<file path="config.mk">
export PLATFORM = sky130hd
export DESIGN_NAME = operand_stage
export DESIGN_NICKNAME = d
export VERILOG_FILES = /design/src/rtl/riscv_pkg.sv /design/src/rtl/operand_stage_regfile.sv /design/src/rtl/operand_stage.sv
export SDC_FILE = /design/constraint.sdc
export NUM_CORES = 2
export LEC_CHECK = 0
export CAP_MARGIN = 10
export CORE_AREA = 4 4 538 540
export CTS_BUF_LIST = sky130_fd_sc_hd__clkbuf_4 sky130_fd_sc_hd__clkbuf_8
export DETAILED_ROUTE_END_ITERATION = 7
export DIE_AREA = 0 0 542 544
export DONT_BUFFER_PORTS = 1
export GPL_TIMING_DRIVEN = 0
export SETUP_SLACK_MARGIN = 0.3
export SYNTH_ARGS = -nofsm -noshare
export SYNTH_HDL_FRONTEND = slang
export SYNTH_SLANG_ARGS = --single-unit
</file>
<file path="constraint.sdc">
create_clock -name clk -period 74.2 [get_ports clk]
set_input_delay 14.84 -clock clk [delete_from_list [all_inputs] [get_ports clk]]
set_output_delay 14.84 -clock clk [all_outputs]
set_load 0.01 [all_outputs]
</file>
<file path="src/rtl/riscv_pkg.sv">
// Shared definitions for the integer pipeline: datapath widths, ALU operation
// encodings and the hard-wired zero register address.
package riscv_pkg;

  localparam int WORDSIZE = 64;
  localparam int REGCOUNT = 32;
  localparam int REGADDR  = 5;
  localparam int OP_W     = 3;

  localparam logic [REGADDR-1:0] REG_ZERO = '0;

  // Encodings must stay in step with the ALU decoder.
  typedef enum logic [OP_W-1:0] {
    ALU_ADD = 3'd0,
    ALU_SUB = 3'd1,
    ALU_AND = 3'd2,
    ALU_OR  = 3'd3,
    ALU_XOR = 3'd4,
    ALU_SLL = 3'd5,
    ALU_SRL = 3'd6,
    ALU_SRA = 3'd7
  } alu_op_e;

endpackage

</file>
<file path="src/rtl/operand_stage_regfile.sv">
// Integer register file: two combinational read ports, one synchronous write
// port; register 0 is hard-wired to zero.
module regfile
  import riscv_pkg::*;
#(
  parameter int WORDSIZE = riscv_pkg::WORDSIZE,
  parameter int REGCOUNT = riscv_pkg::REGCOUNT,
  parameter int REGADDR  = riscv_pkg::REGADDR
) (
  input  logic                clk,
  input  logic                rst,
  input  logic [REGADDR-1:0]  rd1_addr,
  output logic [WORDSIZE-1:0] rd1_data,
  input  logic [REGADDR-1:0]  rd2_addr,
  output logic [WORDSIZE-1:0] rd2_data,
  input  logic                we,
  input  logic [REGADDR-1:0]  wr_addr,
  input  logic [WORDSIZE-1:0] wr_data
);

  localparam logic [REGADDR-1:0] ZERO_ADDR = REGADDR'(REG_ZERO);

  logic [WORDSIZE-1:0] r_mem [REGCOUNT];

  always_ff @(posedge clk or posedge rst) begin
    if (rst) begin
      for (int i = 0; i < REGCOUNT; i++) r_mem[i] <= '0;
    end else if (we && (wr_addr != ZERO_ADDR)) begin
      r_mem[wr_addr] <= wr_data;
    end
  end

  assign rd1_data = (rd1_addr == ZERO_ADDR) ? '0 : r_mem[rd1_addr];
  assign rd2_data = (rd2_addr == ZERO_ADDR) ? '0 : r_mem[rd2_addr];

endmodule

</file>
<file path="src/rtl/operand_stage.sv">
// ID/EX operand stage: register read, immediate select and a one-entry output
// register behind valid/ready. Define OPERAND_BYPASS_EN to forward write-back data.
module operand_stage
  import riscv_pkg::*;
#(
  parameter int WORDSIZE = riscv_pkg::WORDSIZE,
  parameter int REGCOUNT = riscv_pkg::REGCOUNT,
  parameter int REGADDR  = riscv_pkg::REGADDR
) (
  input  logic                clk,
  input  logic                rst,
  input  logic                in_valid,
  output logic                in_ready,
  input  logic [REGADDR-1:0]  rs1_addr,
  input  logic [REGADDR-1:0]  rs2_addr,
  input  logic [WORDSIZE-1:0] imm,
  input  logic                use_imm,
  input  logic [OP_W-1:0]     op_in,
  input  logic                wb_en,
  input  logic [REGADDR-1:0]  wb_addr,
  input  logic [WORDSIZE-1:0] wb_data,
  output logic                out_valid,
  input  logic                out_ready,
  output logic [WORDSIZE-1:0] input_a,
  output logic [WORDSIZE-1:0] input_b,
  output logic [OP_W-1:0]     operation
);

  logic                r_valid;
  logic [WORDSIZE-1:0] r_a;
  logic [WORDSIZE-1:0] r_b;
  logic [OP_W-1:0]     r_op;

  logic [WORDSIZE-1:0] w_rd1;
  logic [WORDSIZE-1:0] w_rd2;
  logic [WORDSIZE-1:0] w_a_sel;
  logic [WORDSIZE-1:0] w_b_sel;
  logic                w_accept;

  regfile #(
    .WORDSIZE(WORDSIZE),
    .REGCOUNT(REGCOUNT),
    .REGADDR (REGADDR)
  ) u_regfile (
    .clk     (clk),
    .rst     (rst),
    .rd1_addr(rs1_addr),
    .rd1_data(w_rd1),
    .rd2_addr(rs2_addr),
    .rd2_data(w_rd2),
    .we      (wb_en),
    .wr_addr (wb_addr),
    .wr_data (wb_data)
  );

  assign in_ready = !r_valid || out_ready;
  assign w_accept = in_valid && in_ready;

`ifdef OPERAND_BYPASS_EN
  logic               w_wb_hit;
  logic [REGADDR-1:0] r_rs1;
  logic [REGADDR-1:0] r_rs2;
  logic               r_use_imm;

  assign w_wb_hit = wb_en && (wb_addr != REGADDR'(REG_ZERO));
  assign w_a_sel  = (w_wb_hit && (wb_addr == rs1_addr)) ? wb_data : w_rd1;
  assign w_b_sel  = use_imm ? imm :
                    ((w_wb_hit && (wb_addr == rs2_addr)) ? wb_data : w_rd2);

  always_ff @(posedge clk or posedge rst) begin
    if (rst) begin
      r_rs1     <= '0;
      r_rs2     <= '0;
      r_use_imm <= 1'b0;
    end else if (w_accept) begin
      r_rs1     <= rs1_addr;
      r_rs2     <= rs2_addr;
      r_use_imm <= use_imm;
    end
  end
`else
  assign w_a_sel = w_rd1;
  assign w_b_sel = use_imm ? imm : w_rd2;
`endif

  always_ff @(posedge clk or posedge rst) begin
    if (rst) begin
      r_valid <= 1'b0;
      r_a     <= '0;
      r_b     <= '0;
      r_op    <= '0;
    end else if (w_accept) begin
      r_valid <= 1'b1;
      r_a     <= w_a_sel;
      r_b     <= w_b_sel;
      r_op    <= op_in;
    end else if (out_ready) begin
      r_valid <= 1'b0;
    end
`ifdef OPERAND_BYPASS_EN
    // A stalled entry must not carry a value that write-back just superseded.
    else if (r_valid) begin
      if (w_wb_hit && (r_rs1 == wb_addr)) r_a <= wb_data;
      if (w_wb_hit && !r_use_imm && (r_rs2 == wb_addr)) r_b <= wb_data;
    end
`endif
  end

  assign out_valid = r_valid;
  assign input_a   = r_a;
  assign input_b   = r_b;
  assign operation = r_op;

endmodule

</file>
* Word-level counts from Yosys, hierarchy flattened
Index checks and enable logic that the tools add are counted.
** Word-level totals
- Word-level logic and storage cells :: 66
- Register bits after elaboration :: 2180
** Operators by class
- Muxes and demuxes :: 14
- Bitwise operators :: 3
- Reduce and logical (&&, ||, !) cells :: 9
- Order comparisons :: 4
** Operator list (number)
- $bwmux 2048 :: 1
- $bmux 64 s5 :: 2
- $mux 64 :: 8
- $demux 64 s5 :: 1
- $ge 6x6->1 const B :: 3
- $not 5->6 :: 3
- $logic_not 5->1 :: 2
- $lt 6x1->1 const B :: 1
- $reduce_bool 5->1 :: 1
- $logic_and 1x1->1 :: 3
- $mux 1 :: 2
- $reduce_bool 2->1 :: 1
- $logic_not 1->1 :: 1
- $logic_or 1x1->1 :: 1

* Longest topological paths before layout
- Depth in word-level cells :: 6
- Depth in mapped cells :: 11
- Gate-level depth less buffers :: 5

* Hierarchy
A second synthesis with hierarchy kept.
** Second synthesis, totals
- Cell total of the unflattened synthesis :: 7436
- Area, all modules :: 114127.0 um2
** By module, submodules not included
- regfile :: instances 1, sequential area each 51249.2 um2, area an instance 108352.7 um2, cells an instance 6998
- operand_stage :: instances 1, sequential area each 3303.2 um2, area an instance 5774.3 um2, cells an instance 438

* Worst setup path after synthesis
Ideal clock, no wire load.
- Path kind :: input to output
- From :: in out_ready
- To :: out in_ready
- Stages :: 2
- Buffers on the path :: 1
- Arrival time :: 15.139 ns
- Slack :: 44.221 ns
- Path through :: nand2b_1 > clkbuf_1
** Between the ends
- Word-level cells in the longest chain between the ends :: 1
** RTL lines
- from (decl) :: RTL line operand_stage.sv:23 : input logic out_ready,
- $logic_or 1x1->1 :: RTL line operand_stage.sv:56 : assign in_ready = !r_valid || out_ready;
- to (decl) :: RTL line operand_stage.sv:13 : output logic in_ready,
No other way between the ends.

* Final worst setup path
Same ends and word-level chain as after synthesis.

==> out/results.txt <==
The combined buffer and inverter count along the critical path is 1, and the number of vias after detailed routing is 79.0k. The buffer cell driving the clock tree root is clkbuf_8. For the finished layout, the period the worst path requires is 30170 ps.

Synthesis produced a netlist whose cell count is 7809. Once detail routing completed, the nets flagged for antenna violations numbered 0. In this run, synthesis produced a sequential element count of 2180. The worst setup path is launched from an input port. The congestion estimate from routability-driven global placement came to 0.927. The predominant post-synthesis flop cell was dfrtp_1. The max-slew violation count is 0.

Path type of the worst setup path: in -> out. In the routed layout, each cell is associated on average with a via count of 6.38. The XOR/XNOR share of the synthesized area is 0%. In this run, placement finished with an instance count of 11.7k. The endpoint required time on the critical path was 59360 ps; the total half-perimeter wirelength after legalization and detailed placement was 327000 µm.

Counting the buffers created by CTS gives 383. The overall overflow remaining after global route came out at 0. The run gives 57 as the count of different cell masters after synthesis.

The floorplan step set the die width to 542 µm. The slowest stage of the critical path belongs to the cell clkbuf_1. The part of the total power dissipated in the clock network came out at 34.3%.

Row generation in the floorplan step produced 196 rows. Fill cells in the final layout number 25.3k. The logs give 15330 ps for the worst endpoint data arrival time and 0 for the post-CTS setup buffer count.

The H-tree was split into 5 levels. The run gives 54800 µm² as the area used by multi-input combinational logic. The number of cells upsized or downsized after cts came out at 0. A synthesized cell averages 14.5 µm². For the number of antenna violations at the first check in global routing, the log shows 45.

The final layout contains 8450 nets. The share of flip-flops with an asynchronous set or reset after synthesis is 100%, and the fraction of synthesized area in multiplexers is 41.1%. The highest cell delay on the worst timing path is 410 ps. Entering global routing, the biggest net connects 45 pins.

Per report_power, the sequential group accounts for 45.4% of the total. The post-route total power is 0.00353 W. Cell internal power was estimated by the tool at 0.00249 W.

Input and output buffers added on the ports amount to 0. The run gives 54600 µm² as the sequential cell area in the final layout. The core region is 284000 µm². From synthesis to final layout, the design area changed by 13.4%.

Clock-pin slew was measured on the worst setup and hold paths at 60 ps. Setup repair after global routing left no endpoint under its margin. The pre-antenna-repair detailed-routing pass consisted of 5 iterations. On the final layout, the worst clock skew is 99.3 ps. The number of nets in the synthesized netlist is 7961. The number of global-route vias before repair is 81.6k. The largest delay contributor family on the critical path was buffers and inverters.

The tools report the floorplan die area as 295000 µm². The run finished with clean final reports. The share of synthesized area occupied by flip-flops and latches is 48.1%, and the count of placed standard cells in the final layout, fillers left out is 12.4k. Of the total synthesized cell area, the portion taken by full adders, half adders and majority gates is 0%.

The tools report the achievable clock frequency as 33.2 MHz. The worst hold path class is reg -> reg. Yosys mapped a number of flops with a built-in enable equal to 0. Once placement finished, the instance area stood at 120000 µm².

The clock reaches the later pin of the worst-skew pair after 1050 ps. The wire length per cell is 36.4 µm, and the maximum net fanout on the critical path is 6. The fraction of layout instances using a drive strength above 1 came out at 47.2%.

Number of clock sinks: 2180. The critical path goes through nand2b_1 -> clkbuf_1. The area fraction in and, or, nand and nor cells after synthesis was 3.18%; the total of warnings raised by yosys was 0. After routing, the total negative slack on setup checks comes to 0 ps.

The final worst-path cycle share came out at 40.7%. VDD sags by at most 0.0000145 V. In this run switching power makes up 29.5% of total power. The residual DRC count is 0, and the number of design-rule violations left by the first detailed-router iteration is 8785. After routing the design area is 128000 µm². The aggregate global-route resource usage was 30.1%; the die boundary height was 544 µm. For this design the top-level I/O count stands at 285.

In this run the power spent charging and discharging nets is 0.00104 W. The worst setup path is captured at an output port. Setup violations remaining at the end of the flow were counted as 0. In this run the cell area of the synthesized design comes to 113000 µm².

The tools report the hold violation count in the final report as 0. TritonCTS built the clock tree. The power density over cell area is 27.5 nW/µm², and the synthesized-area fraction occupied by ao, oa, aoi and oai cells is 3.94%. The analysis attributes to cell leakage a power of 55.9 nW.

After synthesis, the largest family of logic cells by area is multiplexers. The total routed wirelength was 451000 µm; the slew at the pin closest to its max-slew limit was 1440 ps. The max-capacitance violation count was 0. The first-pass GRT wire length was 629000 µm; the number of buffers inserted for hold repair after clock tree synthesis was 0. In this run the deepest clock path goes through 4 buffers.

The effective utilization at floorplan came out at 39.8%. Combinational logic is responsible for 20.2% of the overall power. In this run the tightest slew margin relative to its limit is 3.77%.
## worst paths after layout
check                      slack [ps]  depth (start not counted)             startpoint               endpoint
setup / recovery                44030                          2              out_ready               in_ready
hold / removal                    480                          1  u_regfile.r_mem[2016]  u_regfile.r_mem[2016]
setup reg to reg                69470                          8              out_valid            input_a[23]
hold reg to reg                   480                          1  u_regfile.r_mem[2016]  u_regfile.r_mem[2016]
max in group asynchronous       56400                         16                    rst  u_regfile.r_mem[1310]
min in group asynchronous       13750                          2                    rst  u_regfile.r_mem[1397]
## flip-flops by register name, summed over array words and instances (netlist names)
register         flops
u_regfile.r_mem   2048
operation            3
input_a             64
input_b             64
out_valid            1
## kinds of logic (layout without fill, tap and decap cells)
| group | after synthesis | after routing |
|---|---|---|
| mux | 3236 | 3236 |
| simple gates | 856 | 856 |
| compound gates | 661 | 661 |
| flops | 2180 | 2180 |
| other cells | 0 | 49 |
| buf+inv | 876 | 1650 |
## metal layers
layer	GRT usage (%)	share of wire, %	vias to the layer above
li1	-	-	30700
met1	37.4	37	42500
met2	44.9	44	4582
met3	10.6	11	1243
met4	18.8	7.1	28
met5	0	0.040	-
## synth_stat cells, drive strengths merged (4+ instances only)
| library cell | number | area [µm²] |
|---|---|---|
| a2111oi | 7 | 61.3 |
| a211o | 4 | 35.0 |
| a211oi | 16 | 120 |
| a21o | 11 | 82.6 |
| a21oi | 111 | 556 |
| a221oi | 6 | 52.6 |
| a22o | 54 | 473 |
| a22oi | 109 | 818 |
| a311oi | 60 | 526 |
| and2 | 5 | 31.3 |
| and3 | 8 | 50.1 |
| buf | 345 | 2110 |
| clkbuf | 515 | 1930 |
| dfrtp | 2180 | 54600 |
| inv | 15 | 56.3 |
| mux2 | 1995 | 22500 |
| mux2i | 308 | 3080 |
| mux4 | 933 | 21000 |
| nand2 | 527 | 1980 |
| nand2b | 65 | 407 |
| nand3 | 73 | 365 |
| nand3b | 4 | 30.0 |
| nor2 | 149 | 584 |
| nor2b | 5 | 31.3 |
| nor3 | 5 | 25.0 |
| nor3b | 5 | 37.5 |
| o211ai | 4 | 30.0 |
| o21ai | 119 | 596 |
| o221ai | 28 | 245 |
| o22ai | 118 | 738 |
| o41ai | 4 | 42.6 |
| or2 | 4 | 25.0 |
## power by group through the flow
stage | sequential (W) | combinational (W) | clock (W)
3_5_place_dp | 0.00161 | 0.000704 | 0
2_1_floorplan | 0.00156 | 0.000521 | 0
5_1_grt | 0.00163 | 0.000755 | 0.00127
6_report | 0.00160 | 0.000714 | 0.00121
3_3_place_gp | 0.00161 | 0.000674 | 0
4_1_cts | 0.00159 | 0.000706 | 0.00122
## through the flow
| stage | util (%) | hold slack, ps | setup slack (ps) |
|---|---|---|---|
| 3_3_place_gp | 41.5 | 453 | 17230 |
| 5_1_grt | 45.1 | 494 | 44030 |
| 3_5_place_dp | 42.2 | 466 | 44060 |
| 2_1_floorplan | - | 441 | 29080 |
| 4_1_cts | 45.0 | 480 | 44060 |
| 6_report | 45.2 | 477 | 44030 |
## layout make-up
cell class	instances	area share, %
clock buffers	617	6.07
repair buffers	104	1.53
diodes	49	0.0955
inverters	16	0.0497
clock inverters	53	0.347
flip-flops and latches	2180	42.5
plain buffers	860	3.16
well taps	3762	3.66
multi-input cells	4753	42.6
## layout by cell type, fill, tap and decap left out, types with 8 or more instances in the layout
cell type      n
mux4_2       933
buf_6         61
nor2_1       127
clkbuf_4     113
mux2i_1      308
a22o_1        54
buf_2        224
clkinv_2      30
o221ai_1      28
clkbuf_2       8
mux2_2      1992
diode_2       49
a22oi_1      109
dfrtp_1     2180
buf_4         25
buf_12        60
and3_1         8
a21oi_1      111
o21ai_0      117
clkbuf_1     508
nand2_1      527
inv_1         12
nand3_1       72
a211oi_1      16
nand2b_1      65
buf_8         24
clkbuf_8     505
a21o_1        11
a311oi_1      53
o22ai_1      118
nor2_2        19
buf_16        13
buf_1         40
clkinvlp_4     8
No activity file was read; power rests on OpenSTA's default activity.
